## src/rtl/mdu_seq.sv

```systemverilog
// Multi-cycle unsigned multiply/divide sequencer owning the HI/LO register pair.
// MULTU uses shift-add, DIVU uses restoring division; one bit per clock.
module mdu_seq #(
  parameter int unsigned WIDTH = 32
) (
  input  logic             clk,
  input  logic             rst_n,
  input  logic             start,
  input  logic             op,
  input  logic [WIDTH-1:0] rs,
  input  logic [WIDTH-1:0] rt,
  input  logic             flush,
  input  logic             mf_req,
  input  logic             mf_sel,
  output logic [WIDTH-1:0] rd_data,
  output logic [WIDTH-1:0] hi,
  output logic [WIDTH-1:0] lo,
  output logic             busy,
  output logic             done,
  output logic             stall
);

  localparam int unsigned    CntW    = (WIDTH > 1) ? $clog2(WIDTH) : 1;
  localparam logic [CntW-1:0] LastCnt = CntW'(WIDTH - 1);

  typedef enum logic [1:0] {StIdle, StRun, StDone} state_e;

  state_e             state_q, state_d;
  logic [CntW-1:0]    cnt_q, cnt_d;
  logic               op_q, op_d;
  // Multiplicand for MULTU, divisor for DIVU.
  logic [WIDTH-1:0]   opb_q, opb_d;
  // MULTU: {partial product, remaining multiplier}; DIVU: {remainder, quotient}.
  logic [2*WIDTH-1:0] acc_q, acc_d;
  logic [WIDTH-1:0]   hi_q, hi_d, lo_q, lo_d;

  logic [WIDTH:0]     mul_sum;
  logic [WIDTH:0]     div_rem_sh;
  logic [WIDTH:0]     div_diff;
  logic               div_ge;
  logic [2*WIDTH-1:0] step_next;

  // One iteration of the active algorithm, computed from the current accumulator.
  always_comb begin
    mul_sum    = {1'b0, acc_q[2*WIDTH-1:WIDTH]} + (acc_q[0] ? {1'b0, opb_q} : '0);
    // Shifted remainder needs one extra bit: it can reach 2*divisor-1.
    div_rem_sh = acc_q[2*WIDTH-1:WIDTH-1];
    div_diff   = div_rem_sh - {1'b0, opb_q};
    div_ge     = (div_rem_sh >= {1'b0, opb_q});
    if (op_q) begin
      step_next = div_ge ? {div_diff[WIDTH-1:0], acc_q[WIDTH-2:0], 1'b1}
                         : {div_rem_sh[WIDTH-1:0], acc_q[WIDTH-2:0], 1'b0};
    end else begin
      step_next = {mul_sum, acc_q[WIDTH-1:1]};
    end
  end

  // Next-state, accept, iterate and commit logic.
  always_comb begin
    state_d = state_q;
    cnt_d   = cnt_q;
    op_d    = op_q;
    opb_d   = opb_q;
    acc_d   = acc_q;
    hi_d    = hi_q;
    lo_d    = lo_q;
    unique case (state_q)
      StIdle, StDone: begin
        if (flush) begin
          state_d = StIdle;
        end else if (start) begin
          op_d  = op;
          cnt_d = '0;
          if (op && (rt == '0)) begin
            // Divide by zero finishes immediately with a fixed result.
            hi_d    = rs;
            lo_d    = '1;
            acc_d   = '0;
            state_d = StDone;
          end else begin
            opb_d   = op ? rt : rs;
            acc_d   = {{WIDTH{1'b0}}, (op ? rs : rt)};
            state_d = StRun;
          end
        end else begin
          state_d = StIdle;
        end
      end
      StRun: begin
        if (flush) begin
          state_d = StIdle;
        end else begin
          acc_d = step_next;
          cnt_d = cnt_q + CntW'(1);
          if (cnt_q == LastCnt) begin
            hi_d    = step_next[2*WIDTH-1:WIDTH];
            lo_d    = step_next[WIDTH-1:0];
            state_d = StDone;
          end
        end
      end
      default: state_d = StIdle;
    endcase
  end

  // State registers with asynchronous active-low reset.
  always_ff @(posedge clk or negedge rst_n) begin
    if (!rst_n) begin
      state_q <= StIdle;
      cnt_q   <= '0;
      op_q    <= 1'b0;
      opb_q   <= '0;
      acc_q   <= '0;
      hi_q    <= '0;
      lo_q    <= '0;
    end else begin
      state_q <= state_d;
      cnt_q   <= cnt_d;
      op_q    <= op_d;
      opb_q   <= opb_d;
      acc_q   <= acc_d;
      hi_q    <= hi_d;
      lo_q    <= lo_d;
    end
  end

  // Status, interlock and read-port outputs.
  always_comb begin
    busy    = (state_q == StRun);
    done    = (state_q == StDone);
    stall   = (state_q == StRun) && (mf_req || start);
    hi      = hi_q;
    lo      = lo_q;
    rd_data = mf_sel ? lo_q : hi_q;
  end

endmodule

```

## config.mk

```make
export PLATFORM = sky130hd
export DESIGN_NAME = mdu_seq
export DESIGN_NICKNAME = d
export VERILOG_FILES = /design/src/rtl/mdu_seq.sv
export SDC_FILE = /design/constraint.sdc
export NUM_CORES = 1
export LEC_CHECK = 0
export BUFFER_PORTS_ARGS = -buffer_cell sky130_fd_sc_hd__clkbuf_2
export CAP_MARGIN = 25
export CORE_MARGIN = 2
export CORE_UTILIZATION = 50
export CTS_BUF_LIST = sky130_fd_sc_hd__clkbuf_4
export DETAILED_ROUTE_END_ITERATION = 8
export PLACE_DENSITY = 0.71
export REMOVE_ABC_BUFFERS = 1
export SETUP_SLACK_MARGIN = 0.3
export SYNTH_ARGS = -nofsm -noshare
export SYNTH_HDL_FRONTEND = slang
export SYNTH_SLANG_ARGS = --single-unit
```

## constraint.sdc

```tcl
create_clock -name clk -period 4.1 [get_ports clk]
set_clock_uncertainty 0.2 [all_clocks]
set_input_delay 0.205 -clock clk [delete_from_list [all_inputs] [get_ports clk]]
set_output_delay 0.205 -clock clk [all_outputs]
set_load 0.02 [all_outputs]
```

After elaboration in Yosys (flattened, before gate mapping)
Cells that the tools add are included.

storage, ports and cells
  word-level logic and storage cells = 66
  output and inout port bits = 99
  bits in registers = 168

cells by class
  multiplexer cells = 33
  magnitude comparators = 1
  $add $sub $neg = 3
  reduce and logical (&&, ||, !) cells = 11
  bitwise operators = 2
  equal/unequal tests = 9

operators with widths
  cell                 count
  $mux 32              15
  $mux 64              5
  $pmux 32 s2          2
  $pmux 64 s2          1
  $add 32x32->33       1
  $ge 33x32->1         1
  $logic_not 32->1     1
  $sub 32x32->32       1
  $mux 5               3
  $mux 2               5
  $pmux 5 s2           1
  $ne 2x2->1 const B   4
  $reduce_and 4->1     2
  $reduce_and 6->1     1
  $add 5x1->5 const B  1
  $eq 5x5->1 const B   1
  $pmux 2 s2           1
  $ne 3x2->1 const B   1
  $reduce_and 3->1     1
  $eq 2x1->1 const B   1
  $eq 2x2->1 const B   1
  $logic_and 1x1->1    2
  $logic_not 2->1      1
  $ne 2x1->1 const B   1
  4 further kinds      5

Depth between registers and ports, before layout
  depth after elaboration = 6
  gate-level depth with buffers = 15

Least setup slack after synthesis
Ideal clock, no wire load.

  path kind = register to register
  start = register acc_q[0]
  end = register hi_q[31] (netlist: hi[31])
  clock period less this slack = 3,454 ps
  arrival = 3,132 ps
  setup slack = 646 ps
  stages on the path, launching flop included = 15
  buffers on the path = 1
  setup time = 122 ps
  path through = dfrtp_1 -> clkbuf_1 -> and2_1 -> ha_1 -> fa_1 -> a21o_1 -> a221oi_1 -> a2bb2oi_1 -> nor2_1 -> o211ai_1 -> a21oi_1 -> a211o_1 -> a41oi_1 -> or3_4 -> a21oi_2

on the way
  word-level cells in the longest chain between the ends = 6

ends and longest elaborated chain
  element                 line  text
  from (decl)             34    logic [2*WIDTH-1:0] acc_q, acc_d;
  from (signal assigned)  113   acc_q <= '0;
  from (signal assigned)  121   acc_q <= acc_d;
  $mux 32                 45    mul_sum = {1'b0, acc_q[2*WIDTH-1:WIDTH]} + (acc_q[0] ? {1'b0, opb_q} : '0);
  $add 32x32->33          45
  $mux 64                 50    if (op_q) begin
  $mux 32                 95    if (cnt_q == LastCnt) begin
  $mux 32                 90    if (flush) begin
  $pmux 32 s2             67    unique case (state_q)
  to (signal assigned)    122   hi_q <= hi_d;
  to (decl)               35    logic [WIDTH-1:0] hi_q, hi_d, lo_q, lo_d;

No other way between the ends. The select of a mux whose other input is x is not followed.
A chain may end at the register's enable or synchronous reset.

Worst setup path after layout
  start = register opb_q[1]
  end = register hi_q[7] (netlist: hi[7])

on the way
  word-level cells in the longest chain between the ends = 6
  elaborated cells between the ends (all ways) = 9

ends and longest elaborated chain
  element                                           line    text
  from (decl)                                       32      logic [WIDTH-1:0] opb_q, opb_d;
  from (signal assigned)                            120     opb_q <= opb_d;
  $mux 32 (tied with other cells)                   45
  $add 32x32->33 / $mux 64 (equally long branches)  45, 51
  $mux 64 *                                         50
  $mux 32 *                                         95
  $mux 32 *                                         90
  $pmux 32 s2 *                                     67

Mark *: on every way between the ends. The rest lies on a longest branch, timed or not. The select of a mux whose other input is x is not followed.

==> reports/summary.json <==
{
  "critPathRequiredTime_ns": 4.38,
  "part_of_the_cycle_the_worst_path_needs": 0.895,
  "leakage_dissipation_nw": 7.12,
  "power.combinational.fraction": 0.622,
  "std_cell_rows": 57,
  "critical_path.endpoint_type": "register",
  "synth_seq_cells": 168,
  "synth.largest_area_cell": "sky130_fd_sc_hd__dfrtp_1",
  "fmax_mhz": 273,
  "critical_path.startpoint_type": "register",
  "number_of_flops_mapped_to_enable_cells_by_yosys": 0,
  "critical_path_arrival_ns": 3.95,
  "synth.avg_cell_area_um2": 8.51,
  "wl_per_cell_um": 21.1,
  "pre_cts_ws_ns": 0.138,
  "path_depth": 13,
  "clock_tree.buffer_depth": 2,
  "yosysSeqAreaShare": 0.344,
  "synthesis.yosys.warnings": 0,
  "tritoncts_clock_tree": "yes",
  "crit_path_max_fanout": 10,
  "relSlewSlack": 0.298,
  "grt_first_pass_wirelength_mm": 66.2,
  "final.setup.worst_slack_ns": 0.430,
  "holdPathEnd": "opb_q[10]",
  "syn_inst": 1437,
  "design.die.area_mm2": 0.0257,
  "netSwitchingFraction": 0.519,
  "design.portCount": 170,
  "setup_repair_after_global_routing_missed_its_margin": "yes",
  "internal_power_mw": 5.41,
  "hold_path_startpoint": "op",
  "outcome": "finished, final reports clean",
  "place_congestion": 0.993,
  "synthDistinctLibCells": 73,
  "grt_pass1_vias": 11800,
  "power_frac_seq": 0.286,
  "drive_above_1_share": 0.195,
  "layout_common_cells": "sky130_fd_sc_hd__nand2_1 (168), sky130_fd_sc_hd__clkbuf_2 (168), sky130_fd_sc_hd__dfrtp_1 (166)",
  "initialDrtViolationCount": 1186,
  "detail_route.first_pass.iterations": 5,
  "number_of_buffers_inserted_during_clock_tree_synthesis": 17,
  "power_density_mw_per_mm2": 761,
  "vias": 12400,
  "drc": 0,
  "place.detailed.hpwl_mm": 29.9,
  "final_cell_count_no_fill": 2005,
  "clk_latency_ns": 0.59,
  "ys.flop_type": "sky130_fd_sc_hd__dfrtp_1",
  "number_of_antenna_violations_at_the_first_check_in_global_routing": 1,
  "buffer_ports.inserted": 169,
  "globalRouteTotalUtil": 0.327,
  "yosys.area.top_type_share": 0.344,
  "cpMaxStageDelayCell": "sky130_fd_sc_hd__a311oi_2",
  "fp.dieH_um": 160,
  "synth_area_mm2": 0.0122,
  "starting_density_of_the_core": 0.506,
  "synthTopCellsByArea": "sky130_fd_sc_hd__dfrtp_1 (34%), sky130_fd_sc_hd__ha_1 (6.7%), sky130_fd_sc_hd__a21oi_1 (5.4%)",
  "ff2ff_setup_slack_ns": 0.43,
  "r2r_cells": 13,
  "maxCapViolCount": 0,
  "htree_levels": 4,
  "grt_start_max_net_pins": 102,
  "classification_of_the_worst_slack_hold_path": "input pin to register",
  "post-route-util": 0.611,
  "worst_r2r_endpoint": "hi[7]",
  "worst-path-buf-inv": 3,
  "critPathTopFamily": "compound AO/OA/AOI/OAI gates",
  "area_delta_synth_final_pct": 20.7,
  "p_switching_mw": 5.83,
  "fillers": 2060,
  "critical-path-max-stage-delay_ns": 0.48,
  "finalMaxSlewViolations": 0,
  "final_period_minus_worst_setup_slack_ns": 3.67,
  "final_nets": 1805,
  "place.detailed.instances": 1878,
  "avgViaCountPerCell": 6.18,
  "timing.final.hold_violations": 0,
  "async_reset_ff_frac": 1.00,
  "worstSetupPathType": "register to register",
  "routed_wirelength_mm": 42.3,
  "cts.reportedPaths.clkPinSlew_ns": 0.16,
  "core_box_area_mm2": 0.0242,
  "ir_drop_uv": 451,
  "worstPathCellList": "inv_1 -> ha_1 -> nor2b_1 -> o2111ai_1 -> a311oi_2 -> o211ai_2 -> o31ai_4 -> a211oi_4 -> buf_4 -> buf_4 -> a21oi_1 -> a21oi_1 -> a221o_1",
  "critical_r2r_launch": "opb_q[1]",
  "tightestPinTransition_ns": 1.05,
  "ant_nets": 0,
  "p_clk_frac": 0.092,
  "report.final.setup_viol": 0,
  "min_path_cells": 4,
  "ctsRootBufferMaster": "sky130_fd_sc_hd__clkbuf_4",
  "clkSinkCount": 168,
  "die_w_um": 160,
  "overflow": 0
}
==> how the worst max path moves through the flow <==
| stage | end | slack [ns] | start |
|---|---|---|---|
| CTS | acc_q[55] | 0.30 | acc_q[0] |
| global placement | acc_q[56] | 0.18 | opb_q[14] |
| finish | hi[7] | 0.43 | opb_q[1] |
| global route | hi[7] | 0.27 | opb_q[1] |
| floorplan | state_q[0] | -2.99 | state_q[1] |
| detailed placement | hi[24] | 0.14 | acc_q[49] |
==> cells in the mapped netlist (4+ instances only) <==
cell type and number:
sky130_fd_sc_hd__nor3_1 13, sky130_fd_sc_hd__xor2_1 23, sky130_fd_sc_hd__nor2b_1 38, sky130_fd_sc_hd__mux2i_1 51, sky130_fd_sc_hd__a21o_1 29, sky130_fd_sc_hd__buf_2 6
sky130_fd_sc_hd__buf_1 5, sky130_fd_sc_hd__nand3_1 27, sky130_fd_sc_hd__a21oi_1 131, sky130_fd_sc_hd__a31oi_1 10, sky130_fd_sc_hd__ha_1 66, sky130_fd_sc_hd__nor2_1 85
sky130_fd_sc_hd__and3_1 24, sky130_fd_sc_hd__inv_1 44, sky130_fd_sc_hd__o211ai_1 10, sky130_fd_sc_hd__mux2_2 33, sky130_fd_sc_hd__nand4_1 15, sky130_fd_sc_hd__nand2_1 168
sky130_fd_sc_hd__o31ai_1 36, sky130_fd_sc_hd__o21bai_1 7, sky130_fd_sc_hd__clkbuf_1 76, sky130_fd_sc_hd__a221oi_1 34, sky130_fd_sc_hd__and2_1 35, sky130_fd_sc_hd__a22o_1 13
sky130_fd_sc_hd__nand2b_1 8, sky130_fd_sc_hd__dfrtp_1 168, sky130_fd_sc_hd__or2_2 7, sky130_fd_sc_hd__xnor2_1 31, sky130_fd_sc_hd__a21boi_0 4, sky130_fd_sc_hd__o21a_1 8
sky130_fd_sc_hd__o2111ai_1 4, sky130_fd_sc_hd__o21ai_1 26, sky130_fd_sc_hd__a211oi_1 37, sky130_fd_sc_hd__o21ai_0 94, sky130_fd_sc_hd__nor4_1 10
==> final cells by class <==
class	instances	area, µm²	area share
inverters	47	176	0.0119
repair buffers	302	2090	0.142
well taps	324	405	0.0274
diodes	2	5.00	0.000339
clock buffers	18	135	0.00915
clock inverters	14	160	0.0108
multi-input cells	1130	7590	0.514
flip-flops and latches	168	4210	0.285
==> timing repair <==
| action | in CTS | in global routing |
|---|---|---|
| setup buffers | 4 | 4 |
| hold endpoints to repair | 203 | 48 |
| hold buffers | 83 | 1 |
| pin swaps | 2 | 3 |
| endpoints found under the setup margin | 29 | 51 |
| gates resized for setup | 2 | 20 |
==> routing by layer <==
metal  vias to the layer above  GRT usage  part of all wire
li1                       5717          -                 -
met1                      5958      0.473              0.44
met2                       636      0.503              0.44
met3                        83     0.0625             0.091
met4                         0     0.0876             0.024
met5                         -          0                 0
==> stage by stage <==
stage               hold slack [ns]  total power, mW  cell area (µm²)  TNS [ns]
floorplan                    -0.291             7.52            11900   -125.11
global placement              0.209             9.75            13500         0
detailed placement            0.208             9.80            13500         0
CTS                           0.109             11.0            14600         0
global route                  0.173             12.0            14800         0
finish                        0.186             11.2            14800         0
==> flip-flops by register name, summed over array words and instances, names as in the netlist <==
name,cells
hi,32
op_q,1
opb_q,32
state_q,2
lo,32
cnt_q,5
acc_q,64
==> cell families (layout without fill, tap and decap cells) <==
family                   count (synthesis)  in the layout  synth area share
adder cells (fa/ha/maj)                 68             68            0.0708
XOR/XNOR                                54             54            0.0387
flip-flops                             168            168             0.344
AND/OR/NAND/NOR                        441            441             0.171
AO/OA/AOI/OAI                          482            482             0.257
multiplexers                            85             85            0.0730
other                                    0              2                 0
buffers and inverters                  139            381            0.0455
==> power groups by stage <==
stage / sequential (mW) / combinational (mW) / clock [mW]
final: 3.22 / 6.99 / 1.04
after global routing: 3.31 / 7.57 / 1.12
after CTS: 3.17 / 6.75 / 1.06
after detailed placement: 3.20 / 6.59 / 0
after global placement: 3.19 / 6.56 / 0
after floorplan: 3.31 / 4.20 / 0
==> tightest hold or removal path: stages <==
cell	delay (ns)
sky130_fd_sc_hd__clkbuf_2	0.11
sky130_fd_sc_hd__buf_4	0.32
sky130_fd_sc_hd__mux2i_1	0.22
sky130_fd_sc_hd__a21oi_1	0.08
Note: power is estimated with default switching activity, not from simulation.
